File: config.mk
export PLATFORM = sky130hd
export DESIGN_NAME = obstacle_field_flat
export DESIGN_NICKNAME = d
export VERILOG_FILES = /design/src/rtl/obstacle_field_if.sv /design/src/rtl/obstacle_field.sv /design/src/flat_wrapper.sv
export SDC_FILE = /design/constraint.sdc
export NUM_CORES = 1
export LEC_CHECK = 0
export ABC_AREA = 1
export ABC_CLOCK_PERIOD_IN_PS = 4700
export CAP_MARGIN = 20
export CORE_UTILIZATION = 64
export CTS_CLUSTER_SIZE = 40
export DETAILED_ROUTE_END_ITERATION = 8
export DONT_BUFFER_PORTS = 1
export MAX_ROUTING_LAYER = met4
export PLACE_DENSITY = 0.8
export SYNTH_ARGS = -nofsm -noshare
export SYNTH_HDL_FRONTEND = slang
export SYNTH_SLANG_ARGS = --single-unit
File: constraint.sdc
create_clock -name clk -period 4.7 [get_ports clk]
set_clock_uncertainty 0.2 [all_clocks]
set_input_delay 1.41 -clock clk [delete_from_list [all_inputs] [get_ports clk]]
set_output_delay 1.41 -clock clk [all_outputs]
set_load 0.02 [all_outputs]
File: src/rtl/obstacle_field_if.sv
// Game-tick bundle between the tick generator/crash checker and obstacle_field.
// The game side drives step/game_over as master; the obstacle scroller is the slave.
interface obstacle_field_if #(
   parameter int N_OBS   = 4,
   parameter int X_W     = 10,
   parameter int SCORE_W = 8
) ();
   logic                   step;
   logic                   game_over;
   logic [N_OBS*X_W-1:0]   obs_x;
   logic [N_OBS*X_W-1:0]   obs_y;
   logic [SCORE_W-1:0]     score;
   logic [2:0]             speed;

   modport master (
      output step, game_over,
      input  obs_x, obs_y, score, speed
   );

   modport slave (
      input  step, game_over,
      output obs_x, obs_y, score, speed
   );
endinterface

File: src/rtl/obstacle_field.sv
// N-channel obstacle scroller: scrolls, respawns with LFSR heights and scores plane crossings.
// Optional speed ramp with score is enabled by defining OBSTACLE_FIELD_SPEEDUP_EN.
module obstacle_field #(
   parameter int N_OBS         = 4,
   parameter int X_W           = 10,
   parameter int SPACING       = 160,
   parameter int PLANE_X       = 100,
   parameter int Y_MIN         = 100,
   parameter int Y_RANGE_LOG2  = 8,
   parameter int BASE_SPEED    = 2,
   parameter int MAX_SPEED     = 7,
   parameter int SPEEDUP_EVERY = 8,
   parameter int SCORE_W       = 8
) (
   input logic                clk,
   input logic                resetn,
   obstacle_field_if.slave    bus
);
   localparam int            XW1      = X_W + 1;
   localparam logic [X_W:0]  PERIOD_E = XW1'(N_OBS * SPACING);
   localparam logic [X_W:0]  PLANE_E  = XW1'(PLANE_X);
   localparam logic [X_W-1:0] Y_BASE  = X_W'(Y_MIN);
   localparam logic [SCORE_W-1:0] SMAX = {SCORE_W{1'b1}};

   logic [X_W-1:0]     x_q [N_OBS];
   logic [X_W-1:0]     x_d [N_OBS];
   logic [X_W-1:0]     y_q [N_OBS];
   logic [X_W-1:0]     y_d [N_OBS];
   logic [X_W:0]       x_old [N_OBS];
   logic [X_W:0]       x_new [N_OBS];
   logic               hit [N_OBS];
   logic [SCORE_W-1:0] score_q, score_d;
   logic [SCORE_W:0]   score_sum;
   logic [3:0]         pts;
   logic [15:0]        lfsr_q, lfsr_d;
   logic               lfsr_fb;
   logic               adv;
   logic [2:0]         speed_cur;
   logic [X_W:0]       spd_e;

   assign adv     = bus.step & ~bus.game_over;
   assign lfsr_fb = lfsr_q[15] ^ lfsr_q[13] ^ lfsr_q[12] ^ lfsr_q[10];
   assign lfsr_d  = adv ? {lfsr_q[14:0], lfsr_fb} : lfsr_q;
   assign spd_e   = XW1'(speed_cur);

   // x math is one bit wider so the respawn sum x + period cannot overflow before the subtract
   always_comb begin
      pts = 4'd0;
      for (int i = 0; i < N_OBS; i++) begin
         x_old[i] = {1'b0, x_q[i]};
         x_new[i] = x_old[i];
         hit[i]   = 1'b0;
         x_d[i]   = x_q[i];
         y_d[i]   = y_q[i];
         if (x_old[i] >= spd_e) begin
            x_new[i] = x_old[i] - spd_e;
            hit[i]   = adv && (x_old[i] >= PLANE_E) && (x_new[i] < PLANE_E);
         end else begin
            x_new[i] = x_old[i] + PERIOD_E - spd_e;
         end
         if (adv) begin
            x_d[i] = x_new[i][X_W-1:0];
            if (x_old[i] < spd_e)
               y_d[i] = Y_BASE + X_W'(lfsr_q[Y_RANGE_LOG2-1:0] ^ Y_RANGE_LOG2'(i));
         end
         pts = pts + 4'(hit[i]);
      end
   end

   always_comb begin
      score_sum = {1'b0, score_q} + (SCORE_W+1)'(pts);
      score_d   = score_q;
      if (adv)
         score_d = (score_sum > {1'b0, SMAX}) ? SMAX : score_sum[SCORE_W-1:0];
   end

`ifdef OBSTACLE_FIELD_SPEEDUP_EN
   logic [2:0] speed_q, speed_d;
   logic       bump_q, bump_d;

   // A crossing of a SPEEDUP_EVERY multiple is remembered and applied on the next advance
   always_comb begin
      speed_d = speed_q;
      bump_d  = bump_q;
      if (adv) begin
         if (bump_q && (speed_q < 3'(MAX_SPEED)))
            speed_d = speed_q + 3'd1;
         bump_d = (32'(score_d) / SPEEDUP_EVERY) > (32'(score_q) / SPEEDUP_EVERY);
      end
   end

   always_ff @(posedge clk) begin
      if (!resetn) begin
         speed_q <= 3'(BASE_SPEED);
         bump_q  <= 1'b0;
      end else begin
         speed_q <= speed_d;
         bump_q  <= bump_d;
      end
   end

   assign speed_cur = speed_q;
`else
   assign speed_cur = 3'(BASE_SPEED);
`endif

   always_ff @(posedge clk) begin
      if (!resetn) begin
         for (int i = 0; i < N_OBS; i++) begin
            x_q[i] <= X_W'((i + 1) * SPACING);
            y_q[i] <= Y_BASE;
         end
         score_q <= '0;
         lfsr_q  <= 16'hACE1;
      end else begin
         for (int i = 0; i < N_OBS; i++) begin
            x_q[i] <= x_d[i];
            y_q[i] <= y_d[i];
         end
         score_q <= score_d;
         lfsr_q  <= lfsr_d;
      end
   end

   for (genvar g = 0; g < N_OBS; g++) begin : g_pack
      assign bus.obs_x[g*X_W +: X_W] = x_q[g];
      assign bus.obs_y[g*X_W +: X_W] = y_q[g];
   end

   assign bus.score = score_q;
   assign bus.speed = speed_cur;
endmodule

File: src/flat_wrapper.sv
// flat-port wrapper written by rule: the top's interface ports become plain ports
module obstacle_field_flat 
#(
   parameter int N_OBS         = 4,
   parameter int X_W           = 10,
   parameter int SPACING       = 160,
   parameter int PLANE_X       = 100,
   parameter int Y_MIN         = 100,
   parameter int Y_RANGE_LOG2  = 8,
   parameter int BASE_SPEED    = 2,
   parameter int MAX_SPEED     = 7,
   parameter int SPEEDUP_EVERY = 8,
   parameter int SCORE_W       = 8
)
  (clk, resetn, bus_step, bus_game_over, bus_obs_x, bus_obs_y, bus_score, bus_speed);
  obstacle_field_if #(.N_OBS(N_OBS), .X_W(X_W), .SCORE_W(SCORE_W)) bus_i ();
  input logic clk;
  input logic resetn;
  input wire logic [$bits(bus_i.step)-1:0] bus_step;
  input wire logic [$bits(bus_i.game_over)-1:0] bus_game_over;
  output wire logic [$bits(bus_i.obs_x)-1:0] bus_obs_x;
  output wire logic [$bits(bus_i.obs_y)-1:0] bus_obs_y;
  output wire logic [$bits(bus_i.score)-1:0] bus_score;
  output wire logic [$bits(bus_i.speed)-1:0] bus_speed;
  assign bus_i.step = bus_step;
  assign bus_i.game_over = bus_game_over;
  assign bus_obs_x = bus_i.obs_x;
  assign bus_obs_y = bus_i.obs_y;
  assign bus_score = bus_i.score;
  assign bus_speed = bus_i.speed;
  obstacle_field #(.N_OBS(N_OBS), .X_W(X_W), .SPACING(SPACING), .PLANE_X(PLANE_X), .Y_MIN(Y_MIN), .Y_RANGE_LOG2(Y_RANGE_LOG2), .BASE_SPEED(BASE_SPEED), .MAX_SPEED(MAX_SPEED), .SPEEDUP_EVERY(SPEEDUP_EVERY), .SCORE_W(SCORE_W)) u_core (.clk(clk), .resetn(resetn), .bus(bus_i));
endmodule
==> reports/results.tsv <==
metric	value	unit
yosys_warnings	0	
yosys_register_bits	96	
numPortBuffers	0	
die_h	89.77	um
drc	0	
wire_per_inst	13.88	um
area_growth	3.046	%
p_leak	2.300	nW
fmax	0.2449	GHz
hpwlAfterDp	7675	um
dp_cells	769	
grt_pass1_vias	4133	
diodes	0	
die_x	89.77	um
initial_core_util	0.6725	
switching_power	530.2	uW
async_reset_ff_frac	0	
die-area	8058	um2
maxCapViolCount	0	
row_count	31	
clkTransAtPathRegs	0.10	ns
clk_latency	0.36	ns
cts_root_buffer	clkbuf_8	
cts_buffers	9	
worstHoldStart	u_core.lfsr_q[11]	
min_path_type	reg2reg	
worstPathArrival	4.19	ns
place_area	4891	um2
yosysTopAreaCell	dfxtp_1	
ctsHoldBuffers	0	
cp-end-kind	flop	
hold_depth	2	
worst_pin_slew	0.6695	ns
min_period_over_period	0.8688	
avgSynthCellArea	7.093	um2
final-hold-violation-count	0	
run_status	complete, no violations	
synth.distinct_cells	38	
grt_pass1_wl	18580	um
core_area	7331	um2
path_class	in2reg	
pwr-share-comb	0.134	
grt_max_degree	59	
synth_common_cells	nand2_1 (190), dfxtp_1 (96), inv_1 (69), nor2_1 (60), a21oi_1 (55)	
syn_inst	695	
syn_area	4930	um2
drive_gt1_frac	0.07726	
htreeDepth	3	
setup_viol	0	
nFillCells	626	
dr.pass1.iters	4	
min_to	u_core.lfsr_q[11]	
intPower	1.124	mW
ys_seq_area_frac	0.3898	
grt_use_total	0.2854	
nets	705	
drtIter0Drc	185	
finalCriticalPeriod	4.083	ns
r2r_setup_slack	0.68	ns
r2r_cells	16	
ys.flop_type	dfxtp_1	
powerDensity	325.6	nW/um2
final_area	5080	um2
worst_ep_required_time	4.81	ns
clock_sinks	96	
cts_tree	yes	
fin_tns_setup	0	ns
ir_drop	0.2220	mV
slew_violations	0	
ant_nets	0	
p_seq_frac	0.552	
synthMostInstantiatedCell	nand2_1	
path_max_fanout	6	
synth_edf_count	0	
postCtsSetupRepairBufs	0	
num_io_pins	95	
start_kind	primary input	
routabilityCongestion	0.8926	
layout.cells.non_filler	785	
reg2reg_to	u_core.bus.score[2]	
synthTopCellsByArea	dfxtp_1 (39%), nand2_1 (14%), a21oi_1 (5.6%)	
ctsLongestPathBuffers	2	
overflow	0	
power_frac_clock	0.313	
rsz0062_at_grt	false	
vias_per_cell	5.513	
rr_startpoint	u_core.x_q[0][1]	
vias	4328	
relSlewSlack	0.5509	
cts_resized	0	
swShare	0.3205	
wl	10890	um
antenna_found_initial	0	
synth_top_area_frac	0.3898	
## metal layers
layer  routed length (um)  track usage
met1                 4519       0.3124
met3                  757      0.07699
met4                  198      0.09016
met2                 5416       0.5026
met5                    0            -
## worst max-delay path by stage
stage,startpoint,to,slack [ns],depth (start not counted)
final,bus_step,u_core.bus.score[2],0.62,17
after global routing,bus_step,u_core.bus.score[3],0.47,18
after CTS,bus_step,u_core.bus.score[2],0.63,17
after detailed placement,bus_step,u_core.bus.score[2],0.26,17
after global placement,bus_step,u_core.bus.score[2],0.37,17
after floorplan,bus_step,u_core.bus.score[2],0.32,18
## sequential cells by signal, indices dropped and copies added (netlist names)
register,count
u_core.bus.score,8
u_core.x_q,36
u_core.y_q,36
u_core.lfsr_q,16
## placed cells by master, fill, tap and decap left out, types with 5 or more instances in the layout
| master | instances |
|---|---|
| conb_1 | 11 |
| ha_1 | 18 |
| o21ai_0 | 39 |
| inv_1 | 69 |
| nand2_1 | 190 |
| nand3_1 | 52 |
| nor2_1 | 60 |
| xnor2_1 | 6 |
| a21oi_1 | 55 |
| clkbuf_8 | 9 |
| xor2_1 | 9 |
| nand4_1 | 5 |
| dfxtp_1 | 96 |
| o211ai_1 | 8 |
| nor2_2 | 7 |
## worst max-delay path: stages
cell	delay (ns)
inv_1	0.04
nor2_4	0.10
inv_2	0.06
nor2_1	0.08
nand2_1	0.06
nor2_1	0.10
nand2_1	0.05
nor2_1	0.09
ha_1	0.25
fa_1	0.42
ha_1	0.32
inv_1	0.06
fa_1	0.44
o21ai_2	0.28
nand2_1	0.14
a31o_2	0.23
inv_1	0.05
## layout make-up
| class | instances | area (um2) | share of cell area |
|---|---|---|---|
| multi-input cells | 495 | 2529 | 0.4978 |
| flip-flops and latches | 96 | 1922 | 0.3783 |
| inverters | 75 | 286.5 | 0.05640 |
| clock buffers | 9 | 123.9 | 0.02438 |
| well taps | 99 | 123.9 | 0.02438 |
| clock inverters | 7 | 65.06 | 0.01281 |
| repair buffers | 4 | 30.03 | 0.005911 |
## power by group through the flow
stage	sequential, mW	combinational, mW	clock, mW
2_1_floorplan	0.921	0.195	0
3_3_place_gp	0.931	0.212	0
3_5_place_dp	0.933	0.220	0
4_1_cts	0.914	0.221	0.524
5_1_grt	0.919	0.256	0.556
6_report	0.914	0.222	0.518
## kinds of logic after synthesis
group                    Yosys count  share of synthesized area
AND/OR/NAND/NOR                  333                     0.2906
AO/OA/AOI/OAI                    115                     0.1292
buffers and inverters            113                     0.1051
flip-flops                        96                     0.3898
adder cells (fa/ha/maj)           20                    0.05381
XOR/XNOR                          16                    0.02995
other                              2                   0.001523
## per-stage QoR
step                worst slack [ns]  utilization  total power, mW  hold slack [ns]
floorplan                     0.3214            -            1.116           0.2296
CTS                           0.6272       0.6930            1.659           0.2679
finish                        0.6167       0.6930            1.654           0.2685
detailed placement            0.2588       0.6672            1.153           0.2452
global route                  0.4668       0.6930            1.731           0.2998
global placement              0.3656       0.6672            1.143           0.2407
No activity file was read; power rests on OpenSTA's default activity.
